## config.mk

```make
export PLATFORM = sky130hd
export DESIGN_NAME = irq_ctrl
export DESIGN_NICKNAME = d
export VERILOG_FILES = /design/src/rtl/irq_ctrl_pkg.sv /design/src/rtl/irq_prio_enc.sv /design/src/rtl/irq_ctrl.sv
export SDC_FILE = /design/constraint.sdc
export NUM_CORES = 1
export LEC_CHECK = 0
export CAP_MARGIN = 5
export CORE_UTILIZATION = 45
export DETAILED_ROUTE_END_ITERATION = 6
export GPL_TIMING_DRIVEN = 1
export PLACE_DENSITY = 0.87
export SLEW_MARGIN = 20
export SYNTH_ARGS = -nofsm -noshare
export SYNTH_HDL_FRONTEND = slang
export SYNTH_SLANG_ARGS = --single-unit
```

## constraint.sdc

```tcl
create_clock -name clk -period 7.1 [get_ports clk]
set_clock_uncertainty 0.2 [all_clocks]
set_input_delay 2.13 -clock clk [delete_from_list [all_inputs] [get_ports clk]]
set_output_delay 2.13 -clock clk [all_outputs]
set_load 0.01 [all_outputs]
```

## src/rtl/irq_ctrl_pkg.sv

```systemverilog
// Shared definitions for the interrupt controller:
// source count, register offsets and the invalid claim id.
package irq_ctrl_pkg;

    localparam int NSRC = 6;

    typedef enum logic [2:0] {
        REG_CTRL  = 3'd0,
        REG_MASK  = 3'd1,
        REG_MODE  = 3'd2,
        REG_PEND  = 3'd3,
        REG_CLAIM = 3'd4,
        REG_EOI   = 3'd5,
        REG_INSVC = 3'd6,
        REG_RSVD  = 3'd7
    } reg_e;

    localparam logic [2:0] CLAIM_NONE = 3'd7;

endpackage

```

## src/rtl/irq_prio_enc.sv

```systemverilog
// Fixed-priority encoder: the lowest set bit wins.
// Reports valid, its index and a one-hot copy.
module irq_prio_enc #(
    parameter int NSRC = irq_ctrl_pkg::NSRC
) (
    input  logic [NSRC-1:0] req,
    output logic            valid,
    output logic [2:0]      idx,
    output logic [NSRC-1:0] onehot
);

    always_comb begin
        valid  = |req;
        idx    = irq_ctrl_pkg::CLAIM_NONE;
        onehot = '0;
        // Walk downwards so the last hit is the lowest index.
        for (int i = NSRC - 1; i >= 0; i--) begin
            if (req[i]) begin
                idx       = 3'(i);
                onehot    = '0;
                onehot[i] = 1'b1;
            end
        end
    end

endmodule

```

## src/rtl/irq_ctrl.sv

```systemverilog
// Memory-mapped interrupt controller with edge/level sources,
// claim/EOI handshake and priority nesting toward CP0 HWInt.
module irq_ctrl #(
    parameter int NSRC = irq_ctrl_pkg::NSRC
) (
    input  logic            clk,
    input  logic            reset,
    input  logic [31:2]     Addr,
    input  logic            WE,
    input  logic [31:0]     Din,
    output logic [31:0]     Dout,
    input  logic [NSRC-1:0] irq_src,
    output logic            IRQ,
    output logic [NSRC-1:0] HWInt
);

    import irq_ctrl_pkg::*;

    reg_e            sel;
    logic [NSRC-1:0] wdat;

    logic            gen;
    logic [NSRC-1:0] mask;
    logic [NSRC-1:0] mode;
    logic [NSRC-1:0] pend;
    logic [NSRC-1:0] insvc;
    logic [NSRC-1:0] src_q;
    logic [NSRC-1:0] src_qq;

    logic            gen_d;
    logic [NSRC-1:0] mask_d;
    logic [NSRC-1:0] mode_d;
    logic [NSRC-1:0] pend_w;
    logic [NSRC-1:0] pend_d;
    logic [NSRC-1:0] insvc_d;

    logic [NSRC-1:0] rise;
    logic [NSRC-1:0] blocked;
    logic [NSRC-1:0] eligible;
    logic            blk_acc;

    logic            best_vld;
    logic [2:0]      best_id;
    logic [NSRC-1:0] best_oh;

    logic            unused_ok;

    assign sel       = reg_e'(Addr[4:2]);
    assign wdat      = Din[NSRC-1:0];
    assign rise      = src_q & ~src_qq;
    assign unused_ok = ^{Addr[31:5], Din[31:NSRC]};

    // A source is blocked while it or any higher-priority one is in service.
    always_comb begin
        blk_acc = 1'b0;
        blocked = '0;
        for (int i = 0; i < NSRC; i++) begin
            blk_acc    = blk_acc | insvc[i];
            blocked[i] = blk_acc;
        end
    end

    assign eligible = pend & mask & ~blocked;

    irq_prio_enc #(
        .NSRC (NSRC)
    ) u_prio (
        .req    (eligible),
        .valid  (best_vld),
        .idx    (best_id),
        .onehot (best_oh)
    );

    assign HWInt = gen ? best_oh : '0;
    assign IRQ   = |HWInt;

    always_comb begin
        gen_d   = gen;
        mask_d  = mask;
        mode_d  = mode;
        pend_w  = pend;
        insvc_d = insvc;
        if (WE) begin
            unique case (sel)
                REG_CTRL:  gen_d  = Din[0];
                REG_MASK:  mask_d = wdat;
                REG_MODE: begin
                    mode_d = wdat;
                    pend_w = pend & ~(mode ^ wdat);
                end
                REG_PEND:  pend_w = pend & ~(wdat & mode);
                REG_CLAIM: begin
                    if (best_vld) begin
                        insvc_d = insvc | best_oh;
                        pend_w  = pend & ~(best_oh & mode);
                    end
                end
                REG_EOI: begin
                    if (Din[2:0] < 3'(NSRC)) begin
                        insvc_d = insvc & ~(NSRC'(1) << Din[2:0]);
                    end
                end
                REG_INSVC: ;
                REG_RSVD:  ;
            endcase
        end
        // New edges override any clear in the same cycle; level bits track the line.
        pend_d = (mode_d & (pend_w | rise)) | (~mode_d & src_q);
    end

    always_ff @(posedge clk) begin
        if (reset) begin
            gen    <= 1'b0;
            mask   <= '0;
            mode   <= '0;
            pend   <= '0;
            insvc  <= '0;
            src_q  <= '0;
            src_qq <= '0;
        end else begin
            gen    <= gen_d;
            mask   <= mask_d;
            mode   <= mode_d;
            pend   <= pend_d;
            insvc  <= insvc_d;
            src_q  <= irq_src;
            src_qq <= src_q;
        end
    end

    always_comb begin
        Dout = '0;
        unique case (sel)
            REG_CTRL:  Dout = {31'b0, gen};
            REG_MASK:  Dout = 32'(mask);
            REG_MODE:  Dout = 32'(mode);
            REG_PEND:  Dout = 32'(pend);
            REG_CLAIM: Dout = {best_vld, 28'b0, best_id};
            REG_INSVC: Dout = 32'(insvc);
            REG_EOI:   Dout = '0;
            REG_RSVD:  Dout = '0;
        endcase
    end

endmodule
```

Word-level counts from Yosys, hierarchy flattened --
Cells that the tools add are included.
Operators by class: magnitude comparators 1, eq/ne operators 9, shifts and indexed selects 1, multiplexer cells 22, bitwise gates (word level) 27, reduce and logical (&&, ||, !) cells 8
Operator list (number):
- $pmux 32 s7 | 1
- $mux 6 | 13
- $and 6x6->6 | 11
- $not 6->6 | 7
- $or 6x6->6 | 3
- $pmux 6 s3 | 1
- $eq 3x3->1 const B | 4
- $mux 3 | 4
- $pmux 6 s2 | 1
- $reduce_or 6->1 | 2
- $eq 3x2->1 const B | 2
- $shl 1x3->6 const A | 1
- $xor 6x6->6 | 1
- $or 1x1->1 | 5
- $mux 2 | 2
- $ne 2x2->1 const B | 2
- $reduce_and 2->1 | 2
- $reduce_and 4->1 | 1
- $eq 3x1->1 const B | 1
- $logic_not 3->1 | 1
- $lt 3x3->1 const B | 1
- $reduce_bool 2->1 | 1
- $reduce_or 2->1 | 1
Storage, ports and cells: flip-flop bits (word level) 37, output and inout bits 39

Depth between registers and ports, before layout --
word-level depth 22, depth in mapped cells 7

Cells and area by module --
From an unflattened synthesis, not the netlist that was laid out.
Second synthesis, totals: cell total of the unflattened synthesis 256, area, all modules 2279.7 µm²
Modules (own cells, without submodules):
- irq_ctrl | times used 1, cells each 242, area an instance 2179.6 µm², sequential area each 740.7 µm²
- irq_prio_enc | times used 1, cells each 14, area an instance 100.1 µm², sequential area each 0.0 µm²

Least setup slack after synthesis --
OpenSTA, ideal clock, no wires.
path type input -> output, start point in Addr[2] (netlist bit), end point out Dout[0], arrival time 3.165 ns, data required time 4.770 ns, path slack 1.605 ns, stages 4, path buffers 2, cells stage by stage buf_6 > or3b_1 > clkbuf_1 > o31ai_1
Between the ends: word-level cells in the longest chain between the ends 3, elaborated cells on any way between the ends 10, classes of those cells eq/ne (7); mux (1); reduce/logical (2)
RTL lines:
- from (decl) | RTL line irq_ctrl.sv:8 | input logic [31:2] Addr,
- $eq 3x3->1 | RTL line irq_ctrl.sv:133 | unique case (sel)
- $reduce_or 2->1 (no source line)
- $pmux 32 s7 * | RTL line irq_ctrl.sv:133
- to (decl) | RTL line irq_ctrl.sv:11 | output logic [31:0] Dout,
Every way passes the cells marked *; elsewhere a longest branch is shown, timed or not. The select of a mux whose other input is x is not followed.

Final worst setup path --
start point in Addr[4] (netlist bit), end point out Dout[0]
The elaborated chain is that of the path after synthesis.

==> key figures <==
Floorplan
  • Die area: 5520 um^2
  • Starting Density: 48.2%
  • Core Box Area: 4880 um^2
  • Ports: 110
  • Die height: 74.3 um
  • Die width: 74.3 um
  • FP Rows: 25

Global route
  • First-pass GRT wire length: 8930 um
  • GRT Resource Usage Total: 21.7%
  • Grt met2 use: 34.7%
  • Initial antenna violation count: 0
  • Met3 Usage GRT: 4.88%
  • Vias in the first global route: 1,834
  • Met1 GRT Util: 28.1%
  • Largest net degree at the start of global routing: 33
  • Layer with the highest usage: met2
  • GR Overflow Total: 0

Routing
  • Total Routed Length: 5490 um
  • Total number of vias: 2,090
  • Initial DRC Count: 203
  • Remaining antenna violation count: 0
  • First drt pass iteration count: 5
  • Via/cell ratio: 5.60
  • Remaining routing DRC violations: 0
  • Routed len/inst: 14.7 um

Status
  • Outcome: finished, final reports clean

Worst setup path
  • Worst R2R Start: insvc[0]
  • Critical path startpoint: Addr[4]
  • R2R setup slack: 5.06 ns
  • Worst path bufs/invs: 2
  • Crit path DAT: 4.35 ns
  • CP cell instances: clkdlybuf4s50_1, nor2b_1, nand2_1, o21ai_0, a21oi_1, o31ai_1, clkdlybuf4s50_1
  • Reg2reg path depth: 5
  • Max stage delay on crit path: 0.64 ns
  • Startpoint types: input pin
  • Critical path type: input pin to output port
  • Worst setup endpoint: Dout[0]
  • CP required: 4.77 ns
  • Critical path capture point type: output port
  • CP max stage cell: clkdlybuf4s50_1
  • Worst flop-to-flop path endpoint: pend[5]
  • Max FO, Critical Path: 11
  • CP most frequent cell: clkdlybuf4s50_1
  • WP depth: 7
  • Kind of cell adding the most delay to the critical path: buffers and inverters

Timing
  • Max Fclk: 150 MHz
  • Final setup margin: 0.419 ns
  • Final min period: 6.68 ns
  • Max_slew headroom: 60.5%
  • RSZ-0062 raised after global routing: false
  • Slew @ Worst Pin: 0.591 ns
  • Final Max Tran Viols: 0
  • Setup TNS Final: 0 ns
  • Final hold violation count: 0
  • Setup Viol. Count Final: 0
  • Period utilisation layout: 94.1%

Layout
  • Ant. Diodes: 0
  • Fin area: 2690 um^2
  • Share of cells above drive strength 1: 8.82%
  • Nets: 382
  • Area growth syn-to-layout: 14.5%
  • Post-layout util: 55.2%

Synthesis
  • Synth Cell Area: 2350 um^2
  • Synth async-reset ratio: 0%
  • Synth unique cells: 57
  • Sequential area share after synthesis: 31.5%
  • Post-synthesis register bit count: 37
  • Post-Syn Instances: 278
  • Primary FF master, synth: dfxtp_1
  • Syn_area_per_cell: 8.46 um^2
  • YS warnings: 0
  • EDFF count, synth: 0

Power and ir drop
  • Pwr dens: 159 nW/um^2
  • Leak: 1.03 nW
  • Peak supply drop: 0.0000944 V

Clocking
  • CTS tree: yes
  • # resized after CTS: 0
  • Hold_buf cts: 0
  • Clock latency on the worst-skew pair: 0.31 ns
  • Htree depth: 2
  • Max Root-Sink Buffers: 2
  • CTS Buf Count: 5
  • Post-CTS Setup Bufs: 0
  • Clk root buf: clkbuf_8
  • Clock transition at path regs: 0.07 ns
  • Clock sink count: 37

Placement
  • Detailed placement HPWL: 4020 um
  • IO Port Bufs: 31
  • Place WS: 0.412 ns
  • Dpl cell area: 2600 um^2
  • Final GP Congestion: 0.955

Min path
  • Hold Path Class: flip-flop to flip-flop

Flow run
  • Max Cap Violations: 0
## worst min-delay path by stage
stage	slack (ns)	end	cells past startpoint	start
5_1_grt	0.28	src_qq[3]	1	src_q[3]
2_1_floorplan	0.23	src_qq[0]	1	src_q[0]
6_report	0.27	src_qq[3]	1	src_q[3]
3_3_place_gp	0.25	src_qq[2]	1	src_q[2]
4_1_cts	0.27	src_qq[2]	1	src_q[2]
3_5_place_dp	0.25	src_qq[2]	1	src_q[2]
## worst register-to-register path, delay by kind of cell, from the launching register on
| family | cells | cell delay, ns |
|---|---|---|
| DFF | 1 | 0.44 |
| and+or+nand+nor | 4 | 1.22 |
| AOI/OAI and AO/OA | 1 | 0.07 |
## cell families (layout without fill, tap and decap cells)
group	Yosys count	in the layout	share of synthesized area [%]
AOI/OAI and AO/OA	60	60	16.3
other	1	25	0.160
DFF	37	37	31.5
buffers and inverters	50	54	13.1
adders and majority gates	6	6	3.19
muxes	23	23	10.0
and+or+nand+nor	101	101	25.8
## per-stage QoR
| step | power (W) | instances | hold slack (ns) |
|---|---|---|---|
| 2_1_floorplan | 0.000270 | 302 | 0.231 |
| 3_3_place_gp | 0.000280 | 365 | 0.247 |
| 3_5_place_dp | 0.000282 | 365 | 0.254 |
| 4_1_cts | 0.000432 | 373 | 0.271 |
| 5_1_grt | 0.000449 | 373 | 0.281 |
| 6_report | 0.000429 | 373 | 0.267 |
## registers in the layout, summed over array words and instances, names as in the netlist
| signal | cells |
|---|---|
| insvc | 6 |
| mode | 6 |
| src_qq | 6 |
| gen | 1 |
| pend | 6 |
| src_q | 6 |
| mask | 6 |
## cells in the final DEF, fill, tap and decap left out, types with 6 or more instances in the layout
| cell | n |
|---|---|
| dfxtp_1 | 37 |
| clkdlybuf4s50_1 | 31 |
| conb_1 | 25 |
| nor2_1 | 23 |
| mux2i_1 | 22 |
| nor2b_1 | 17 |
| nand2_1 | 17 |
| o21ai_0 | 12 |
| a21oi_1 | 12 |
| nand3_1 | 9 |
| inv_1 | 9 |
| o21ai_1 | 8 |
| a22oi_1 | 7 |
| ha_1 | 6 |
## layout make-up
class	count	area [um^2]
Tap cell	67	83.8
Sequential cell	37	741
Multi-Input combinational cell	215	1390
Inverter	10	37.5
Fill cell	456	2190
Clock buffer	5	68.8
Clock inverter	3	21.3
Timing Repair Buffer	36	348
## cells in the mapped netlist (all sizes together), types with 4 or more instances
master	n	area [um^2]
o211ai	5	42.5
buf	32	240
nand3b	4	33.8
inv	10	37.5
nor2b	17	106
a22oi	7	52.6
a21oi	12	60.1
clkbuf	8	30.0
nor3	5	25.0
nor2	25	98.8
o22ai	4	25.0
nand3	9	45.0
o21ai	20	100
ha	6	75.1
nand2	17	63.8
mux2i	22	220
dfxtp	37	741
## report_power, final
group          total (W)  switching (W)  internal [W]
logic          0.0000598      0.0000344     0.0000253
registers       0.000218     0.00000432      0.000214
clock network   0.000151      0.0000814     0.0000695
total           0.000429       0.000120      0.000309
## per-layer routing
layer	wire length, um	share of wire (%)	up-vias
met5	0	0	-
met4	111	2.0	0
met3	459	8.4	15
met2	2600	47	117
met1	2320	42	974
li1	-	-	984
Note: power is estimated with default switching activity, not from simulation.
